## src/rtl/ap_dc_cmd_issuer.sv

```systemverilog
// ap_dc_cmd_issuer: issues data-cache commands from decoded AP instructions, tracking the
// mapped DDR region and its dirty state. Optional watchdog enabled by macro DC_TIMEOUT_EN.
module ap_dc_cmd_issuer #(
    parameter int unsigned DATA_CACHE_DEPTH = 16,
    parameter int unsigned DDR_ADDR_WIDTH   = 28,
    parameter int unsigned TIMEOUT_CYCLES   = 4096
) (
    input  logic                      clk,
    input  logic                      rst,
    input  logic                      instr_valid,
    input  logic [2:0]                instr_op,
    input  logic [DDR_ADDR_WIDTH-1:0] instr_addr,
    output logic                      instr_ready,
    input  logic                      flush_req,
    output logic [2:0]                data_cmd,
    output logic                      store_ddr_en,
    input  logic [3:0]                dc_state,
    output logic [DDR_ADDR_WIDTH-1:0] dc_base_addr,
    output logic                      dirty,
    output logic                      cmd_done,
    output logic                      cmd_err,
    output logic                      dc_timeout
);
    localparam int unsigned IDX_W = $clog2(DATA_CACHE_DEPTH);
    localparam int unsigned TAG_W = DDR_ADDR_WIDTH - IDX_W;

    typedef enum logic [2:0] {S_IDLE, S_FLUSH, S_ISSUE, S_WAIT_DONE, S_DONE} state_t;

    state_t           r_state, w_state_nxt;
    logic [2:0]       r_op, w_op_nxt;
    logic [TAG_W-1:0] r_new_tag, w_new_tag_nxt;
    logic [TAG_W-1:0] r_cur_tag, w_cur_tag_nxt;
    logic             r_tag_valid, w_tag_valid_nxt;
    logic             r_pending, w_pending_nxt;
    logic             r_err, w_err_nxt;
    logic             r_instr_ready, w_instr_ready_nxt;
    logic [2:0]       r_data_cmd, w_data_cmd_nxt;
    logic             r_store_ddr_en, w_store_ddr_en_nxt;
    logic             r_dirty, w_dirty_nxt;
    logic             r_cmd_done, w_cmd_done_nxt;
    logic             r_cmd_err, w_cmd_err_nxt;

    logic [TAG_W-1:0] w_addr_tag;
    logic             w_op_legal;
    logic             w_need_wb;
    logic             w_is_store;
    logic             w_to_hit;
    logic             w_unused_addr;

    assign w_addr_tag    = instr_addr[DDR_ADDR_WIDTH-1:IDX_W];
    assign w_unused_addr = ^instr_addr[IDX_W-1:0];
    assign w_op_legal    = (instr_op >= 3'd1) && (instr_op <= 3'd5);
    assign w_need_wb     = r_dirty && r_tag_valid && (w_addr_tag != r_cur_tag);
    assign w_is_store    = (r_op == 3'd2) || (r_op == 3'd4);

    // Cache state in which each op is known to be executing.
    function automatic logic [3:0] exec_state(input logic [2:0] op);
        case (op)
            3'd1:    exec_state = 4'd4;
            3'd2:    exec_state = 4'd6;
            3'd3:    exec_state = 4'd5;
            3'd4:    exec_state = 4'd7;
            3'd5:    exec_state = 4'd8;
            default: exec_state = 4'd0;
        endcase
    endfunction

    always_comb begin
        w_state_nxt        = r_state;
        w_op_nxt           = r_op;
        w_new_tag_nxt      = r_new_tag;
        w_cur_tag_nxt      = r_cur_tag;
        w_tag_valid_nxt    = r_tag_valid;
        w_pending_nxt      = r_pending;
        w_err_nxt          = r_err;
        w_instr_ready_nxt  = r_instr_ready;
        w_data_cmd_nxt     = r_data_cmd;
        w_store_ddr_en_nxt = r_store_ddr_en;
        w_dirty_nxt        = r_dirty;
        w_cmd_done_nxt     = 1'b0;
        w_cmd_err_nxt      = 1'b0;

        case (r_state)
            S_IDLE: begin
                if (r_instr_ready && instr_valid) begin
                    w_instr_ready_nxt = 1'b0;
                    w_op_nxt          = instr_op;
                    w_new_tag_nxt     = w_addr_tag;
                    w_err_nxt         = 1'b0;
                    if (!w_op_legal) begin
                        w_err_nxt   = 1'b1;
                        w_state_nxt = S_DONE;
                    end else if (w_need_wb) begin
                        w_pending_nxt      = 1'b1;
                        w_store_ddr_en_nxt = 1'b1;
                        w_state_nxt        = S_FLUSH;
                    end else begin
                        w_cur_tag_nxt   = w_addr_tag;
                        w_tag_valid_nxt = 1'b1;
                        w_data_cmd_nxt  = instr_op;
                        w_state_nxt     = S_ISSUE;
                    end
                end else if (r_instr_ready && flush_req) begin
                    w_instr_ready_nxt = 1'b0;
                    w_pending_nxt     = 1'b0;
                    w_err_nxt         = 1'b0;
                    if (r_dirty) begin
                        w_store_ddr_en_nxt = 1'b1;
                        w_state_nxt        = S_FLUSH;
                    end else begin
                        w_state_nxt = S_DONE;
                    end
                end else if (!r_instr_ready) begin
                    // Re-arm one cycle after the cmd_done pulse.
                    w_instr_ready_nxt = 1'b1;
                end
            end
            S_FLUSH: begin
                if (dc_state == 4'd10) begin
                    w_store_ddr_en_nxt = 1'b0;
                    w_dirty_nxt        = 1'b0;
                    if (r_pending) begin
                        w_cur_tag_nxt   = r_new_tag;
                        w_tag_valid_nxt = 1'b1;
                        w_data_cmd_nxt  = r_op;
                        w_state_nxt     = S_ISSUE;
                    end else begin
                        w_state_nxt = S_DONE;
                    end
                end
            end
            S_ISSUE: begin
                if (dc_state == exec_state(r_op)) begin
                    w_data_cmd_nxt = 3'd0;
                    w_state_nxt    = S_WAIT_DONE;
                end
            end
            S_WAIT_DONE: begin
                if (dc_state == 4'd0) begin
                    if (w_is_store) begin
                        w_dirty_nxt = 1'b1;
                    end
                    w_state_nxt = S_DONE;
                end
            end
            S_DONE: begin
                w_cmd_done_nxt = 1'b1;
                w_cmd_err_nxt  = r_err;
                w_state_nxt    = S_IDLE;
            end
            default: w_state_nxt = S_IDLE;
        endcase

        // Watchdog abort: drop both cache requests, keep region bookkeeping intact.
        if (w_to_hit) begin
            w_data_cmd_nxt     = 3'd0;
            w_store_ddr_en_nxt = 1'b0;
            w_dirty_nxt        = r_dirty;
            w_cur_tag_nxt      = r_cur_tag;
            w_tag_valid_nxt    = r_tag_valid;
            w_err_nxt          = 1'b1;
            w_state_nxt        = S_DONE;
        end
    end

    always_ff @(posedge clk or posedge rst) begin
        if (rst) begin
            r_state        <= S_IDLE;
            r_op           <= '0;
            r_new_tag      <= '0;
            r_cur_tag      <= '0;
            r_tag_valid    <= 1'b0;
            r_pending      <= 1'b0;
            r_err          <= 1'b0;
            r_instr_ready  <= 1'b1;
            r_data_cmd     <= '0;
            r_store_ddr_en <= 1'b0;
            r_dirty        <= 1'b0;
            r_cmd_done     <= 1'b0;
            r_cmd_err      <= 1'b0;
        end else begin
            r_state        <= w_state_nxt;
            r_op           <= w_op_nxt;
            r_new_tag      <= w_new_tag_nxt;
            r_cur_tag      <= w_cur_tag_nxt;
            r_tag_valid    <= w_tag_valid_nxt;
            r_pending      <= w_pending_nxt;
            r_err          <= w_err_nxt;
            r_instr_ready  <= w_instr_ready_nxt;
            r_data_cmd     <= w_data_cmd_nxt;
            r_store_ddr_en <= w_store_ddr_en_nxt;
            r_dirty        <= w_dirty_nxt;
            r_cmd_done     <= w_cmd_done_nxt;
            r_cmd_err      <= w_cmd_err_nxt;
        end
    end

`ifdef DC_TIMEOUT_EN
    localparam int unsigned CNT_W = ($clog2(TIMEOUT_CYCLES) > 12) ? $clog2(TIMEOUT_CYCLES) : 12;

    logic [CNT_W-1:0] r_cnt;
    logic             r_dc_timeout;
    logic             w_cnt_active;

    assign w_cnt_active = (r_state == S_FLUSH) || (r_state == S_ISSUE) || (r_state == S_WAIT_DONE);
    assign w_to_hit     = w_cnt_active && (r_cnt == CNT_W'(TIMEOUT_CYCLES - 1));
    assign dc_timeout   = r_dc_timeout;

    always_ff @(posedge clk or posedge rst) begin
        if (rst) begin
            r_cnt        <= '0;
            r_dc_timeout <= 1'b0;
        end else begin
            if (w_state_nxt != r_state) begin
                r_cnt <= '0;
            end else if (w_cnt_active) begin
                r_cnt <= r_cnt + CNT_W'(1);
            end
            if (w_to_hit) begin
                r_dc_timeout <= 1'b1;
            end
        end
    end
`else
    logic w_unused_param;
    assign w_unused_param = ^TIMEOUT_CYCLES;
    assign w_to_hit       = 1'b0;
    assign dc_timeout     = 1'b0;
`endif

    assign instr_ready  = r_instr_ready;
    assign data_cmd     = r_data_cmd;
    assign store_ddr_en = r_store_ddr_en;
    assign dc_base_addr = {r_cur_tag, {IDX_W{1'b0}}};
    assign dirty        = r_dirty;
    assign cmd_done     = r_cmd_done;
    assign cmd_err      = r_cmd_err;

endmodule

```

## config.mk

```make
export PLATFORM = sky130hd
export DESIGN_NAME = ap_dc_cmd_issuer
export DESIGN_NICKNAME = d
export VERILOG_FILES = /design/src/rtl/ap_dc_cmd_issuer.sv
export SDC_FILE = /design/constraint.sdc
export NUM_CORES = 1
export LEC_CHECK = 0
export ABC_AREA = 1
export ABC_CLOCK_PERIOD_IN_PS = 1700
export BUFFER_PORTS_ARGS = -buffer_cell sky130_fd_sc_hd__buf_2
export CAP_MARGIN = 10
export CORE_AREA = 5 5 74 144
export CTS_BUF_LIST = sky130_fd_sc_hd__clkbuf_16
export CTS_CLUSTER_SIZE = 30
export DETAILED_ROUTE_END_ITERATION = 7
export DIE_AREA = 0 0 79 149
export PLACE_DENSITY = 0.63
export SYNTH_ARGS = -nofsm -noshare
export SYNTH_HDL_FRONTEND = slang
export SYNTH_SLANG_ARGS = --single-unit
```

## constraint.sdc

```tcl
create_clock -name clk -period 1.7 [get_ports clk]
set_input_delay 0.085 -clock clk [delete_from_list [all_inputs] [get_ports clk]]
set_output_delay 0.085 -clock clk [all_outputs]
set_load 0.05 [all_outputs]
```

# After elaboration in Yosys (flattened, before gate mapping)
# Cells that the tools add are included.
# W data, S select, Z words.
[word_totals]
register_bits = 65
in_bits = 39
out_inout_bits = 37
[classes]
mux = 49
eq_ne = 26
n_reduce_logical = 20
n_lt_le_gt_ge = 2
[op_table]
columns = ["operator", "count"]
rows = [
  ["$mux W24", 5],
  ["$pmux W24 S2", 1],
  ["$mux W3", 14],
  ["$ne A24 B24 Y1", 1],
  ["$mux W1", 21],
  ["$ne A2 B2 Y1 const B", 10],
  ["$pmux W4 S5", 1],
  ["$eq A3 B2 Y1 const B", 4],
  ["$ne A3 B3 Y1 const B", 4],
  ["$pmux W3 S4", 1],
  ["$reduce_and A4 Y1", 3],
  ["$reduce_and A6 Y1", 2],
  ["$eq A3 B3 Y1 const B", 3],
  ["$pmux W3 S3", 1],
  ["$reduce_and A7 Y1", 1],
  ["$eq A3 B1 Y1 const B", 2],
  ["$pmux W1 S2", 3],
  ["$reduce_bool A2 Y1", 3],
  ["$logic_and A1 B1 Y1", 5],
  ["$eq A4 B4 Y1", 1],
  ["$eq A4 B4 Y1 const B", 1],
  ["$logic_not A4 Y1", 1],
  ["$mux W4", 1],
  ["$reduce_and A2 Y1", 2],
  ["6 further kinds", 6],
]

# Logic depth before layout (Yosys ltp)
[depth]
ltp_word = 6
ltp_mapped = 15
mapped_depth_nobuf = 13

# Worst setup path after synthesis
# Ideal clock, no wire load.
[synth_timing]
path_kind = "reg2reg"
start = "register r_cur_tag[3]"
end = "register r_cur_tag[0]"
stages_incl_launch_ff = 16
slack_ns = -0.234
setup_time_ns = 0.119
required_ns = 1.581
arrival_time_ns = 1.815
path_cell_list = "dfrtp_1 -> inv_1 -> nand2_1 -> nand2_1 -> nor2_1 -> nand2_1 -> nor2_1 -> nand3_1 -> nand2_1 -> nand2_1 -> nand2_1 -> nand3_2 -> buf_6 -> buf_6 -> nand2_2 -> o21ai_2"
[synth_via]
elab_chain_len = 4
[synth_rtl]
columns = ["item", "line_no", "text"]
rows = [
  ["start: declaration", "32", "logic [TAG_W-1:0] r_cur_tag, w_cur_tag_nxt;"],
  ["start signal: assignment", "185", "r_cur_tag <= w_cur_tag_nxt;"],
  ["$ne A24 B24 Y1", "53", "assign w_need_wb = r_dirty && r_tag_valid && (w_addr_tag != r_cur_tag);"],
  ["$logic_and A1 B1 Y1", "53", ""],
  ["$ne A2 B2 Y1 (no line)", "--", ""],
  ["$reduce_and A6 Y1 (no line)", "--", ""],
]
# Every way passes these cells.
# A chain may end at the register's enable or synchronous reset.

# Final worst setup path
[layout_timing]
start = "register r_cur_tag[13]"
end = "register r_cur_tag[17]"
# Same word-level chain as after synthesis.

==> key figures <==
Outcome
  • Outcome: finished with violations
  • Failing checks: setup timing

STA
  • RSZ-0062 raised after global routing: yes
  • Setup WS post-layout: -136 ps
  • Max Slew Vio Count: 0
  • Final setup violation count: 30
  • Max Freq: roughly 540 MHz
  • Tmin final: about 1800 ps
  • Clock skew: just under 5 ps
  • Fin crit share: 108%
  • Final Hold Vio Count: 0

Pwr
  • Worst vdd ir: 1.06 mV
  • P per Cell Area: between 2000 and 2500 nW/µm²
  • Pleak: around 0.0026 µW

Logic synthesis
  • Register bit total from synthesis: 65
  • Area leader, netlist: dfrtp_1
  • Synth Area per Inst: about 7.3 µm²
  • Register area share after synthesis: 44.4%
  • Proportion of netlist area held by the largest area contributor: 43.7%
  • Yosys cell types: 34
  • Cell Area, Synth: around 3700 µm²
  • Synth Instances: ~500
  • Yosys warns: 0
  • Synth area leaders: dfrtp_1 (44%), nand2_1 (19%), inv_1 (7.4%)

CTS
  • Clock sinks: 65
  • Clk slew on worst S/H paths: about 60 ps
  • Root buf cell: clkbuf_16
  • Cts bufs inserted: 9
  • CTS Buffer Depth: 2
  • CTS tree: built
  • H-tree lvl count: 3
  • Worst-Skew Late Latency: between 300 and 400 ps

Global route
  • Initial antenna violation count: 0
  • Vias in the first global route: roughly 3,400
  • Global-route wire length before repair: about 15 mm
  • Global route overflow: 0
  • GRT Total Usage: 16.7%
  • Largest net degree at the start of global routing: 32

Routing
  • DRT Wirelength: between 9 and 10 mm
  • 1st-iter DRT viols: around 130
  • Vias post-DR: between 3,000 and 4,000
  • Antenna Nets Post-Route: 0
  • Drt wl/cell: 13.3 µm
  • Drt pass-1 iters: 4
  • Drt drc: 0
  • Vias per cell: approximately 4.9

Worst setup path
  • Worst EP required: 1910 ps
  • Max Fanout on Critical Path: 22
  • WS Path Type: reg -> reg
  • CP max stage delay: 440 ps
  • Cell mode on critical path: nand2_1
  • CP max stage cell: dfrtp_2
  • Worst Path Buf+Inv: 1
  • Critical-path cell list: nand2_1, nand2_1, nor2_1, nand2_1, nor2_2, nand3_2, nand2_2, nand2_2, nand2_2, nand3_4, buf_12, nand2_1, o21ai_0
  • Top delay family on crit path: simple AND/OR/NAND/NOR gates
  • Setup crit start kind: flop
  • Worst Setup End Kind: flop
  • Critical Path AT: 2040 ps

Layout
  • Fillers: 910
  • Multi-input gate area in the final layout: between 1500 and 2000 µm²
  • Share of cells above drive strength 1: 35.1%
  • Fin area: roughly 5000 µm²
  • Non-Filler Instances: 720
  • NumNets Final: around 650
  • Storage cell area: approximately 1700 µm²
  • Ant. Diodes: 0
  • Final Util: between 50% and 60%
  • P&R area growth vs syn: 36.4%

Die
  • Row cnt: 50
  • Die Y: 149 µm
  • Starting Density: between 30% and 40%
  • Die area: 11,800 µm²
  • Core Region: a little over 9000 µm²
  • Die W: 79 µm
  • Num ports: between 70 and 80

Placed design
  • Placer's final routability congestion estimate: just over 0.9
  • DP HPWL: approximately 7 mm
  • Placed insts: roughly 700
  • Placement Cell Area: 4410 µm²
  • IO Port Bufs: 66

Min path
  • Hold crit path type: in -> reg

Job
  • Max Cap Viol: 0
-- Yosys cell counts (all sizes together) --
library cell	n
o22ai	3
dfstp	1
nand3	19
o21a	18
a21oi	4
ha	1
nor4	1
buf	12
nand2	186
dfrtp	64
conb	1
nor2	36
nand3b	1
nand4	2
clkbuf	7
inv	76
a21boi	2
nor3	4
o21ai	61
xor2	3
xnor2	2
-- metrics by stage --
step | setup slack [ps] | power, µW | hold slack [ps] | setup TNS, ps
global route | -236 | 12200 | 2.54 | -5990
floorplan | -77.4 | 6820 | 206 | -748
detailed placement | -147 | 8560 | 137 | -3700
global placement | -99.2 | 8430 | 138 | -2190
CTS | -91.4 | 10900 | 0.532 | -1840
finish | -136 | 11400 | 6.18 | -2890
-- routing by layer --
layer | vias to the layer above | wire length [µm] | part of all wire (%) | track usage (%)
met5 | - | 0 | 0 | 0
met4 | 0 | 305 | 3.2 | 8.35
met3 | 21 | 318 | 3.3 | 3.33
met2 | 63 | 5390 | 56 | 31.1
met1 | 1644 | 3580 | 37 | 17.2
li1 | 1767 | - | - | -
-- state kept, by name (all words and copies together) (netlist names), 3 cells and up --
register / count
data_cmd: 3
r_cur_tag: 24
r_new_tag: 24
r_op: 3
r_state: 3
-- repair_timing --
action | 4_1_cts | 5_1_grt
endpoints found under the hold margin | 20 | 0
resized for setup | 24 | 34
hold buffers | 2 | 0
setup buffers | 1 | 2
pin swaps | 11 | 5
endpoints found under the setup margin | 31 | 32
cloned | 0 | 2
-- final cells by class --
cell class | instances | area share, %
clock buffer | 9 | 4.51
clock inverter | 7 | 2.38
inverter | 76 | 5.78
multi-input combinational | 348 | 36.4
sequential | 65 | 33.2
tap | 104 | 2.60
timing repair buffer | 111 | 15.2
-- report_power, final --
group          leakage [µW]  switching, µW  internal (µW)  total (µW)
sequential         0.000778            559           2320        2880
combinational       0.00167           4020           2390        6400
clock              0.000162            706           1430        2140
-- worst min-delay path: cells and delay by family --
| family | cells | cell delay [ps] |
|---|---|---|
| simple gates | 1 | 50 |
| compound gates | 1 | 60 |
| buf+inv | 1 | 110 |
-- cells by family (layout without fill, tap and decap cells) --
family,after synthesis,after routing,share of synthesized area (%)
AO/OA/AOI/OAI,88,88,14.6
XOR/XNOR,5,5,1.20
adder cells (fa/ha/maj),1,1,0.341
buffers and inverters,95,203,10.9
flip-flops,65,65,44.4
other,1,5,0.102
AND/OR/NAND/NOR,249,249,28.5
-- worst paths after layout --
kind / start / to / slack (ps) / depth (start not counted)
min reg2reg: instr_ready / instr_ready / 470 / 2
min: instr_addr[22] / r_new_tag[18] / 6 / 3
max in group asynchronous: rst / r_cur_tag[0] / 790 / 4
max reg2reg: r_cur_tag[13] / r_cur_tag[17] / -140 / 13
min in group asynchronous: rst / r_op[1] / 330 / 3
max: r_cur_tag[13] / r_cur_tag[17] / -140 / 13
-- layout by cell type (no fill, tap or decap), types with 3 or more instances in the layout --
cell type,n
xor2_1,3
buf_4,37
inv_1,70
clkinvlp_4,3
dfrtp_2,24
nand3_2,4
nand3_1,14
conb_1,5
clkbuf_16,11
nand2_2,17
nand2_4,7
nand2_1,162
bufinv_16,3
o21a_1,18
nor2_1,27
buf_2,66
buf_12,4
nor2_2,6
o21ai_2,17
inv_2,5
o22ai_1,3
a21oi_1,4
o21ai_1,6
o21ai_0,38
dfrtp_1,40
(Power assumes the default switching activity.)
